**src/rtl/wb_sdram_arbiter.sv**
```systemverilog
// Two-master round-robin Wishbone arbiter in front of the SDRAM controller.
// Grant is held for a whole cyc, gated by sdr_init_done, with a stall watchdog.
//
// Ports:
//   sys_clk, RESETN        clock, async active-low reset
//   sdr_init_done          SDRAM ready; no new grant while low
//   mX_*_i / mX_*_o        Wishbone master ports X = 0,1 (ack/err/dat out)
//   s_*_o / s_*_i          Wishbone port towards the SDRAM controller
//   grant_o                one-hot current owner, 00 when idle
//   busy_o                 arbiter not idle
module wb_sdram_arbiter #(
    parameter int dw      = 32,
    parameter int aw      = 26,
    parameter int TIMEOUT = 256
) (
    input  logic            sys_clk,
    input  logic            RESETN,
    input  logic            sdr_init_done,

    input  logic            m0_cyc_i,
    input  logic            m0_stb_i,
    input  logic            m0_we_i,
    input  logic [aw-1:0]   m0_addr_i,
    input  logic [dw-1:0]   m0_dat_i,
    input  logic [dw/8-1:0] m0_sel_i,
    input  logic [2:0]      m0_cti_i,
    output logic            m0_ack_o,
    output logic            m0_err_o,
    output logic [dw-1:0]   m0_dat_o,

    input  logic            m1_cyc_i,
    input  logic            m1_stb_i,
    input  logic            m1_we_i,
    input  logic [aw-1:0]   m1_addr_i,
    input  logic [dw-1:0]   m1_dat_i,
    input  logic [dw/8-1:0] m1_sel_i,
    input  logic [2:0]      m1_cti_i,
    output logic            m1_ack_o,
    output logic            m1_err_o,
    output logic [dw-1:0]   m1_dat_o,

    output logic            s_cyc_o,
    output logic            s_stb_o,
    output logic            s_we_o,
    output logic [aw-1:0]   s_addr_o,
    output logic [dw-1:0]   s_dat_o,
    output logic [dw/8-1:0] s_sel_o,
    output logic [2:0]      s_cti_o,
    input  logic            s_ack_i,
    input  logic [dw-1:0]   s_dat_i,

    output logic [1:0]      grant_o,
    output logic            busy_o
);

    localparam logic [1:0] S_IDLE  = 2'd0;
    localparam logic [1:0] S_BUSY  = 2'd1;
    localparam logic [1:0] S_ERR   = 2'd2;
    localparam logic [1:0] S_DRAIN = 2'd3;

    // Keep at least one counter bit so TIMEOUT=0 still elaborates.
    localparam int WDW = (TIMEOUT > 0) ? $clog2(TIMEOUT + 1) : 1;
    localparam int WDL = (TIMEOUT > 0) ? TIMEOUT - 1 : 0;
    localparam logic [WDW-1:0] WD_LAST = WDL[WDW-1:0];

    logic [1:0]     state_q, state_d;
    logic           owner_q, owner_d;
    logic           last_q, last_d;
    logic [WDW-1:0] wd_q, wd_d;
    logic           win;

    logic            own_cyc;
    logic            own_stb;
    logic            own_we;
    logic [aw-1:0]   own_addr;
    logic [dw-1:0]   own_dat;
    logic [dw/8-1:0] own_sel;
    logic [2:0]      own_cti;
    logic            in_busy;
    logic            in_err;

    assign own_cyc  = owner_q ? m1_cyc_i  : m0_cyc_i;
    assign own_stb  = owner_q ? m1_stb_i  : m0_stb_i;
    assign own_we   = owner_q ? m1_we_i   : m0_we_i;
    assign own_addr = owner_q ? m1_addr_i : m0_addr_i;
    assign own_dat  = owner_q ? m1_dat_i  : m0_dat_i;
    assign own_sel  = owner_q ? m1_sel_i  : m0_sel_i;
    assign own_cti  = owner_q ? m1_cti_i  : m0_cti_i;

    // On a tie the master that did not win last time goes first.
    always_comb begin
        win = 1'b0;
        case ({m1_cyc_i, m0_cyc_i})
            2'b11:   win = ~last_q;
            2'b10:   win = 1'b1;
            default: win = 1'b0;
        endcase
    end

    always_comb begin
        state_d = state_q;
        owner_d = owner_q;
        last_d  = last_q;
        wd_d    = '0;
        unique case (state_q)
            S_IDLE: begin
                if (sdr_init_done && (m0_cyc_i || m1_cyc_i)) begin
                    state_d = S_BUSY;
                    owner_d = win;
                    last_d  = win;
                end
            end
            S_BUSY: begin
                if (!own_cyc) begin
                    state_d = S_IDLE;
                end else if (TIMEOUT != 0 && own_stb && !s_ack_i) begin
                    // An ack in the boundary cycle takes this branch off.
                    if (wd_q == WD_LAST) state_d = S_ERR;
                    else                 wd_d    = wd_q + 1'b1;
                end
            end
            S_ERR: begin
                state_d = S_DRAIN;
            end
            S_DRAIN: begin
                if (!own_cyc) state_d = S_IDLE;
            end
            default: begin
                state_d = S_IDLE;
            end
        endcase
    end

    always_ff @(posedge sys_clk or negedge RESETN) begin
        if (!RESETN) begin
            state_q <= S_IDLE;
            owner_q <= 1'b0;
            last_q  <= 1'b1;
            wd_q    <= '0;
        end else begin
            state_q <= state_d;
            owner_q <= owner_d;
            last_q  <= last_d;
            wd_q    <= wd_d;
        end
    end

    assign in_busy = (state_q == S_BUSY);
    assign in_err  = (state_q == S_ERR);
    assign busy_o  = (state_q != S_IDLE);

    // Ownership stays visible through ERR and DRAIN.
    assign grant_o = busy_o ? (owner_q ? 2'b10 : 2'b01) : 2'b00;

    assign s_cyc_o  = in_busy & own_cyc;
    assign s_stb_o  = in_busy & own_stb;
    assign s_we_o   = in_busy & own_we;
    assign s_addr_o = in_busy ? own_addr : '0;
    assign s_dat_o  = in_busy ? own_dat  : '0;
    assign s_sel_o  = in_busy ? own_sel  : '0;
    assign s_cti_o  = in_busy ? own_cti  : 3'b000;

    assign m0_ack_o = in_busy & ~owner_q & s_ack_i;
    assign m1_ack_o = in_busy &  owner_q & s_ack_i;
    assign m0_err_o = in_err  & ~owner_q;
    assign m1_err_o = in_err  &  owner_q;

    assign m0_dat_o = s_dat_i;
    assign m1_dat_o = s_dat_i;

endmodule
```
**config.mk**
```make
export PLATFORM = sky130hd
export DESIGN_NAME = wb_sdram_arbiter
export DESIGN_NICKNAME = d
export VERILOG_FILES = /design/src/rtl/wb_sdram_arbiter.sv
export SDC_FILE = /design/constraint.sdc
export NUM_CORES = 1
export LEC_CHECK = 0
export BUFFER_PORTS_ARGS = -buffer_cell sky130_fd_sc_hd__buf_2
export CORE_AREA = 2 2 122 124
export CTS_BUF_LIST = sky130_fd_sc_hd__clkbuf_4 sky130_fd_sc_hd__clkbuf_8
export DETAILED_ROUTE_END_ITERATION = 7
export DIE_AREA = 0 0 124 126
export SETUP_SLACK_MARGIN = 0.1
export SYNTH_ARGS = -nofsm -noshare
export SYNTH_HDL_FRONTEND = slang
export SYNTH_SLANG_ARGS = --single-unit
```
**constraint.sdc**
```tcl
create_clock -name sys_clk -period 2.2 [get_ports sys_clk]
set_clock_uncertainty 0.15 [all_clocks]
set_input_delay 0.11 -clock sys_clk [delete_from_list [all_inputs] [get_ports sys_clk]]
set_output_delay 0.11 -clock sys_clk [all_outputs]
set_load 0.05 [all_outputs]
```
==> impl_metrics.yaml, run 1 <==
detailed_routing:
  dr.pass1.iters: 4
  vias: 2318
  vias_per_cell: 4.18
  drt_iter0_markers: 72
  wl_um: 9260
  drcViolationCount: 0
  ant_nets: 0
  avgRoutedWirePerCell_um: 16.7
global_route:
  antenna_found_initial: 1
  grt_max_degree: 38
  grt_pass1_vias: 2161
  grt.overflow.total: 0
  grt_usage_pct: 10.4
  grt_pass1_wl_um: 12200
floorplanning:
  pin_count: 311
  dieHeight_um: 126
  die_area_um2: 15600
  die_x_um: 124
  core_area_um2: 14300
  start_util_pct: 13.1
  rows: 44
sta:
  fin_crit_ns: 2.02
  slew_headroom_pct: 71.0
  min_period_over_period_pct: 91.8
  hold_slack_ns: 0.0353
  tns_ns: 0
  maxSlewViolCount: 0
  hold_viol_final: 0
  tightest_slew_ns: 0.435
  setup_viol_count_final: 0
  clock.fmax_mhz: 495
  rsz0062_at_grt: "no"
placed_design:
  gp_congestion: 0.804
  port_buffers: 214
  hpwl_um: 7660
logic_synthesis:
  synth_area_per_cell_um2: 8.48
  syn_nets: 394
  synthArstFlopShare_pct: 100
  synth_cell_types: 38
  yosysSeqAreaShare_pct: 17.4
  yosysMostFrequentCell: "a22o_1"
  synth_edf_count: 0
  synth-main-ff-cell: "dfrtp_1"
  synth_top_area_share_pct: 30.8
  syn_area_um2: 1870
  synth_area_leaders: "a22o_1, buf_4, dfrtp_1, buf_2, nor2_1"
  ys_ff_latch: 13
  synthTopCellsByCount: "a22o_1, buf_4, dfrtp_1"
  synth_largest_area_cell: "a22o_1"
  ys_warn_count: 0
  postSynthCellCount: 221
worst_setup_path:
  endpoint_kind: "output pin"
  max_stage_delay_ns: 0.44
  reg2reg_to: "last_q"
  path_depth: 6
  critPathBufInv: 3
  cpMostUsedCell: "buf_4"
  cp.arrival_ns: 1.76
  cp_max_fo: 18
  critical_path_class: "reg2out"
  r2r_cells: 4
  cp_slowest_cell: "dfrtp_1"
  crit_family: "buffers and inverters"
  crit_required_ns: 1.94
  rrSetupSlack_ns: 0.29
  r2r_start: "state_q[0]"
  path_cells: "nand2b_4 -> nor2_4 -> buf_4 -> clkbuf_16 -> a22o_1 -> buf_4"
  setup.worst_path.end: "s_dat_o[30]"
  start_kind: "flop"
clocking:
  cts_inserted_buffers: 3
  clockBufferDepth: 2
  cts_tree: "built"
  cts_sinks: 13
  clk_latency_ns: 0.24
  htreeDepth: 1
  root_buffer: "clkbuf_8"
  clk_pin_slew_ns: 0.06
final_layout:
  nets: 544
  diodes: 0
  area_growth_pct: 60.8
  layout-drive-gt1-share_pct: 64.9
power_and_ir_drop:
  power_mw: 3.98
  powerDensity_nw_per_um2: 1320
  p_leak_nw: 1.58
  vdd_ir_drop_max_uv: 448
flow_run:
  timing.max_cap.violations: 0
worst_hold_path:
  hold_class: "in2reg"
run_status:
  status: "completed"
-- how the worst min path moves through the flow --
stage / from / to / slack (ns) / cells after the start
global route: m1_cyc_i / owner_q / 0.03 / 2
global placement: RESETN / owner_q / -0.13 / 1
detailed placement: RESETN / owner_q / -0.12 / 1
CTS: m1_cyc_i / owner_q / 0.03 / 2
floorplan: RESETN / async pin / -0.34 / 0
finish: m1_cyc_i / owner_q / 0.04 / 2
-- metal layers --
| layer | global-route usage (%) | part of all wire, % | up-vias |
|---|---|---|---|
| li1 | - | - | 1064 |
| met1 | 10.8 | 35 | 1032 |
| met2 | 20.2 | 52 | 199 |
| met3 | 2.17 | 11 | 23 |
| met4 | 3.50 | 2.3 | 0 |
| met5 | 0 | 0 | - |
-- cell usage in the layout, fill, tap and decap left out, drive strengths merged, types with 2 or more instances in the layout --
cell type	netlist	routed
a31oi	2	2
or3	2	2
buf	75	216
mux2i	2	2
a211oi	3	3
inv	3	3
xor2	2	2
and2	2	2
clkbuf	6	11
o21ai	3	3
dlygate4sd3	0	3
a21oi	2	2
nor2	10	10
a22o	66	66
nor3	4	4
o31ai	2	2
nand3	3	3
nand2	3	3
dfrtp	12	12
or4	2	2
nand2b	3	3
nor3b	3	3
-- state kept, by name, indices dropped and copies added (netlist names), named ones only --
| signal | flops |
|---|---|
| last_q | 1 |
| wd_q | 9 |
| owner_q | 1 |
| state_q | 1 |
-- worst reg2reg max path, delay by kind of cell (launching register included) --
| kind | cells | cell delay, ns |
|---|---|---|
| compound gates | 2 | 0.31 |
| simple gates | 1 | 0.35 |
| buf+inv | 1 | 0.57 |
| flops | 1 | 0.47 |
-- kinds of logic after synthesis --
logic type,after synthesis,share of synthesized area (%)
adders and majority gates,1,0.667
xor gates and xnor gates,3,1.40
buffers and inverters,84,30.8
DFF,13,17.4
muxes,2,1.07
and+or+nand+nor,37,11.7
AOI/OAI and AO/OA,81,36.8
-- report_power, final --
| part | internal [mW] | switching [mW] |
|---|---|---|
| sequential | 0.272 | 0.0360 |
| combinational | 1.10 | 2.34 |
| clock | 0.140 | 0.0906 |
| total | 1.51 | 2.47 |
-- final cells by class --
class | count | area, um2
multi-input cells | 124 | 992
repair buffers | 226 | 1400
flip-flops and latches | 13 | 328
clock buffers | 4 | 48.8
well taps | 184 | 230
fillers | 1618 | 11300
inverters | 3 | 11.3
-- through the flow --
step | area (um2) | utilization, % | cells | setup WS [ns]
detailed placement | 2850 | 19.9 | 544 | 0.306
global route | 3010 | 21.1 | 554 | 0.124
global placement | 2850 | 19.9 | 544 | 0.335
floorplan | 1870 | - | 221 | 0.275
CTS | 2950 | 20.6 | 551 | 0.112
finish | 3010 | 21.1 | 554 | 0.181
-- timing repair --
action,4_1_cts,5_1_grt
endpoints found under the setup margin,30,66
setup buffers,0,2
gates resized for setup,8,8
hold buffers,3,0
pin swaps,0,1
gates cloned,0,1
endpoints found under the hold margin,14,0
No activity file was read; power rests on OpenSTA's default activity.
==> inputs of run 2 (changes only) <==
- PLACE_DENSITY: unset -> 0.48
==> run 2 against run 1 <==
Compared with the run above: sequential cell count unchanged; via count increased by 0.30%; wire length decreased by 11%; final area decreased by 0.87%; combinational power decreased by 2%; clock-buffer cell count unchanged; fmax decreased by 2.0%; clock power about the same; power decreased by 1.8%; non-clock buffer count unchanged; worst hold slack got worse by 0.0015 ns; critical endpoint is now s_dat_o[20]; largest power group unchanged.
==> impl_metrics.yaml, run 2 (synthesis results as in run 1) <==
run_status:
  status: "completed"
floorplanning:
  die_x_um: 124
  dieHeight_um: 126
  core_area_um2: 14300
  start_util_pct: 13.1
  pin_count: 311
  rows: 44
  die_area_um2: 15600
detailed_routing:
  drcViolationCount: 0
  ant_nets: 0
  vias: 2325
  dr.pass1.iters: 4
  drt_iter0_markers: 99
  avgRoutedWirePerCell_um: 14.9
  vias_per_cell: 4.20
  wl_um: 8270
final_layout:
  final_util_pct: 20.9
  area_growth_pct: 59.4
  nets: 544
  final_cell_mix: "buf_2, a22o_1, clkbuf_4"
  diodes: 0
  nFillCells: 1578
  largest_reg_flops: 9
  layout-drive-gt1-share_pct: 65.4
  layout_commonest_cell: "buf_2"
  final_cells: 554
  design_area_um2: 2990
  top_register: "wd_q"
sta:
  rsz0062_at_grt: "no"
  maxSlewViolCount: 0
  tightest_slew_ns: 0.447
  hold_viol_final: 0
  clock.fmax_mhz: 485
  setup_ws_ns: 0.139
  hold_slack_ns: 0.0338
  fin_crit_ns: 2.06
  setup_viol_count_final: 0
  slew_headroom_pct: 70.2
  tns_ns: 0
  min_period_over_period_pct: 93.7
clocking:
  root_buffer: "clkbuf_8"
  cts_sinks: 13
  clk_pin_slew_ns: 0.06
  cts_inserted_buffers: 3
  htreeDepth: 1
  clk_latency_ns: 0.24
  clockBufferDepth: 2
  cts_tree: "built"
power_and_ir_drop:
  powerDensity_nw_per_um2: 1310
  power_mw: 3.91
  vdd_ir_drop_max_uv: 498
  p_leak_nw: 1.57
global_route:
  grt_pass1_wl_um: 10600
  grt_pass1_vias: 2161
  grt_max_degree: 41
  grt_usage_pct: 8.75
  antenna_found_initial: 0
  grt.overflow.total: 0
placed_design:
  hpwl_um: 6750
  placed_area_um2: 2780
  dp_cells: 543
  gp_congestion: 0.721
  place_ws_ns: 0.254
  port_buffers: 214
worst_setup_path:
  critPathBufInv: 3
  cp.arrival_ns: 1.80
  crit_required_ns: 1.94
  cp_slowest_cell: "dfrtp_1"
  crit_family: "buffers and inverters"
  max_stage_delay_ns: 0.44
  critical_path_class: "reg2out"
  path_depth: 6
  endpoint_kind: "output pin"
  path_cells: "nand2b_4 -> nor2_4 -> buf_4 -> buf_12 -> a22o_1 -> clkbuf_4"
  cp_max_fo: 20
  r2r_cells: 3
  start_kind: "flop"
worst_hold_path:
  hold_class: "in2reg"
  hold_depth: 2
flow_run:
  timing.max_cap.violations: 0
[run 2: changes by cell type in the layout (fill, tap and decap cells not counted), sizes merged]
cell,delta
buf,-14
clkbuf,+14
[run 2: final cells by class]
cell class	count	area, um2	area share [%]
Timing Repair Buffer	226	1370	46.0
Multi-Input combinational cell	124	995	33.3
Sequential cell	13	329	11.0
Tap cell	184	230	7.71
Clock buffer	4	48.8	1.63
Inverter	3	11.3	0.377
[run 2: worst paths after layout]
check                      slack [ns]     endpoint  startpoint
max in group asynchronous        1.46       last_q      RESETN
min in group asynchronous        0.15    async pin      RESETN
hold reg to reg                  0.33      wd_q[0]     wd_q[0]
setup reg to reg                 0.33      wd_q[5]     owner_q
setup / recovery                 0.14  s_dat_o[20]        flop
hold / removal                   0.03      owner_q    m1_cyc_i
[run 2: power breakdown]
| part | leakage (nW) | internal, mW | switching (mW) | total, mW |
|---|---|---|---|---|
| logic | 1.37 | 1.06 | 2.30 | 3.36 |
| clock network | 0.0262 | 0.140 | 0.0875 | 0.228 |
| registers | 0.172 | 0.273 | 0.0511 | 0.324 |
[run 2: repair_timing]
item                       CTS  global route
pin swaps                    0             1
setup endpoints to repair   30            63
hold buffers                 3             0
gates cloned                 0             2
hold endpoints to repair    14             0
setup buffers                0             2
resized for setup            4            26
[run 2: per-layer routing]
layer  part of all wire (%)  wire [um]  global-route usage, %
met4                   0.94         78                   1.26
met5                      0          0                      0
met3                     10        842                   2.04
met2                     52       4300                   16.7
met1                     37       3050                   9.87
==> inputs of run 3 (changes only) <==
- CORE_AREA: 2 2 122 124 -> 2 2 121 123
- DIE_AREA: 0 0 124 126 -> 0 0 123 125
- PLACE_DENSITY: 0.48 -> 0.5
- clock period: 2.2 -> 1.8 ns (I/O delays scaled with it)
==> run 3 against run 2 <==
Compared with the run above: the flow now finishes with violations (setup timing); final area is 43% higher; combinational power increased by 85%; sequential power rose by 14%; power grew 75%; clock-buffer cell count unchanged; die area fell by 1.6%; sequential share of layout area fell by 3.4 points; sequential cell count did not move; critical path type unchanged; non-clock buffer count rose by 17; register-to-register slack lost 0.34 ns; setup slack worse by 0.19 ns; highest routed layer unchanged.
==> impl_metrics.yaml, run 3 (synthesis results as in run 1) <==
final_layout:
  layout_commonest_cell: "buf_2"
  area_growth_pct: 129
  top_register: "wd_q"
  final_util_pct: 30.2
  design_area_um2: 4290
  layout-drive-gt1-share_pct: 84.0
  final_cells: 572
  largest_reg_flops: 9
  nets: 561
  final_cell_mix: "buf_2, a22o_4, buf_8"
worst_setup_path:
  critical_path_class: "reg2out"
  cp_slowest_cell: "dfrtp_2"
  endpoint_kind: "output pin"
  max_stage_delay_ns: 0.43
  path_cells: "buf_6 -> nor2_4 -> buf_12 -> buf_6 -> a22o_2 -> buf_6"
  crit_family: "buffers and inverters"
  cpMostUsedCell: "buf_6"
  crit_required_ns: 1.56
  start_kind: "flop"
  cp.arrival_ns: 1.61
  cp_max_fo: 8
  critPathBufInv: 4
global_route:
  grt_pass1_vias: 2399
  grt_usage_pct: 11.2
  grt_pass1_wl_um: 13200
  grt.overflow.total: 0
  antenna_found_initial: 1
  grt_max_degree: 38
sta:
  clock.fmax_mhz: 539
  slew_headroom_pct: 79.9
  min_period_over_period_pct: 103
  maxSlewViolCount: 0
  hold_viol_final: 0
  setup_ws_ns: -0.0544
  setup_viol_count_final: 55
  tightest_slew_ns: 0.302
  tns_ns: -1.59
  rsz0062_at_grt: "yes"
  fin_crit_ns: 1.85
detailed_routing:
  wl_um: 10700
  avgRoutedWirePerCell_um: 18.7
  ant_nets: 0
  vias: 2446
  dr.pass1.iters: 4
  drt_iter0_markers: 54
  vias_per_cell: 4.28
  drcViolationCount: 0
clocking:
  cts_sinks: 13
  htreeDepth: 1
  clk_pin_slew_ns: 0.06
  root_buffer: "clkbuf_8"
  cts_tree: "built"
  clk_latency_ns: 0.24
  clockBufferDepth: 2
  cts_inserted_buffers: 3
floorplanning:
  dieHeight_um: 125
  rows: 44
  die_x_um: 123
  core_area_um2: 14200
  start_util_pct: 13.2
  die_area_um2: 15400
  pin_count: 311
power_and_ir_drop:
  vdd_ir_drop_max_uv: 978
  p_leak_nw: 2.09
  powerDensity_nw_per_um2: 1590
placed_design:
  gp_congestion: 0.767
  port_buffers: 214
  placed_area_um2: 2990
  hpwl_um: 7600
  place_ws_ns: -0.00293
  dp_cells: 548
run_status:
  status: "complete, but fails checks"
  violations: "setup timing"
flow_run:
  timing.max_cap.violations: 0
worst_hold_path:
  hold_class: "in2out"
[run 3: cell count changes in the layout (fill, tap and decap cells not counted), moves of 14 or more]
| cell | before | now |
|---|---|---|
| buf_8 | 0 | 44 |
| buf_2 | 187 | 144 |
| a22o_4 | 0 | 46 |
| buf_6 | 2 | 22 |
| clkbuf_4 | 21 | 1 |
| a22o_2 | 0 | 14 |
| a22o_1 | 66 | 6 |
[run 3: per-layer routing]
metal,share of wire [%],up-vias,GRT usage (%)
met2,55,204,22.3
met3,10,8,3.28
met4,0.47,0,1.74
li1,-,1101,-
met1,35,1133,11.5
met5,0,-,0
[run 3: worst register-to-register path, cell delays in order, from the launching register on]
cell,delay (ns)
dfrtp_2,0.43
buf_6,0.14
mux2i_1,0.14
or4_1,0.53
buf_6,0.17
nor3_2,0.16
[run 3: repair_timing]
item / 4_1_cts / 5_1_grt
endpoints found under the hold margin: 15 / 0
pin swaps: 15 / 36
setup endpoints to repair: 83 / 81
cloned: 3 / 6
hold buffers: 4 / 0
gates resized for setup: 175 / 53
setup buffers: 4 / 2
[run 3: cell type report]
cell class	count	area (um2)
Multi-Input combinational cell	124	1450
Timing Repair Buffer	243	2210
Tap cell	184	230
Inverter	3	13.8
Sequential cell	13	328
Antenna cell	1	2.50
Clock buffer	4	48.8
Fill cell	1455	9920
[run 3: worst paths after layout]
path                             start            to  slack (ns)  cells past startpoint
hold / removal             s_dat_i[21]  m0_dat_o[21]        0.03                      0
hold reg to reg                wd_q[0]       wd_q[0]        0.33                      1
max in group asynchronous       RESETN        last_q        1.11                      2
min in group asynchronous       RESETN       owner_q        0.11                      2
setup / recovery               owner_q   s_dat_o[11]       -0.05                      6
setup reg to reg               owner_q       wd_q[4]       -0.01                      5
[run 3: report_power, final]
part | internal, mW | total [mW] | switching, mW | leakage [nW]
logic | 2.83 | 6.20 | 3.36 | 1.89
clock network | 0.171 | 0.272 | 0.101 | 0.0262
registers | 0.333 | 0.368 | 0.0347 | 0.173
[run 3: metrics by stage]
step | hold slack (ns) | total power [mW]
floorplan | -0.356 | 3.72
global placement | -0.163 | 4.58
detailed placement | -0.157 | 4.60
CTS | 0.0122 | 6.18
global route | 0.0302 | 7.09
finish | 0.0301 | 6.84
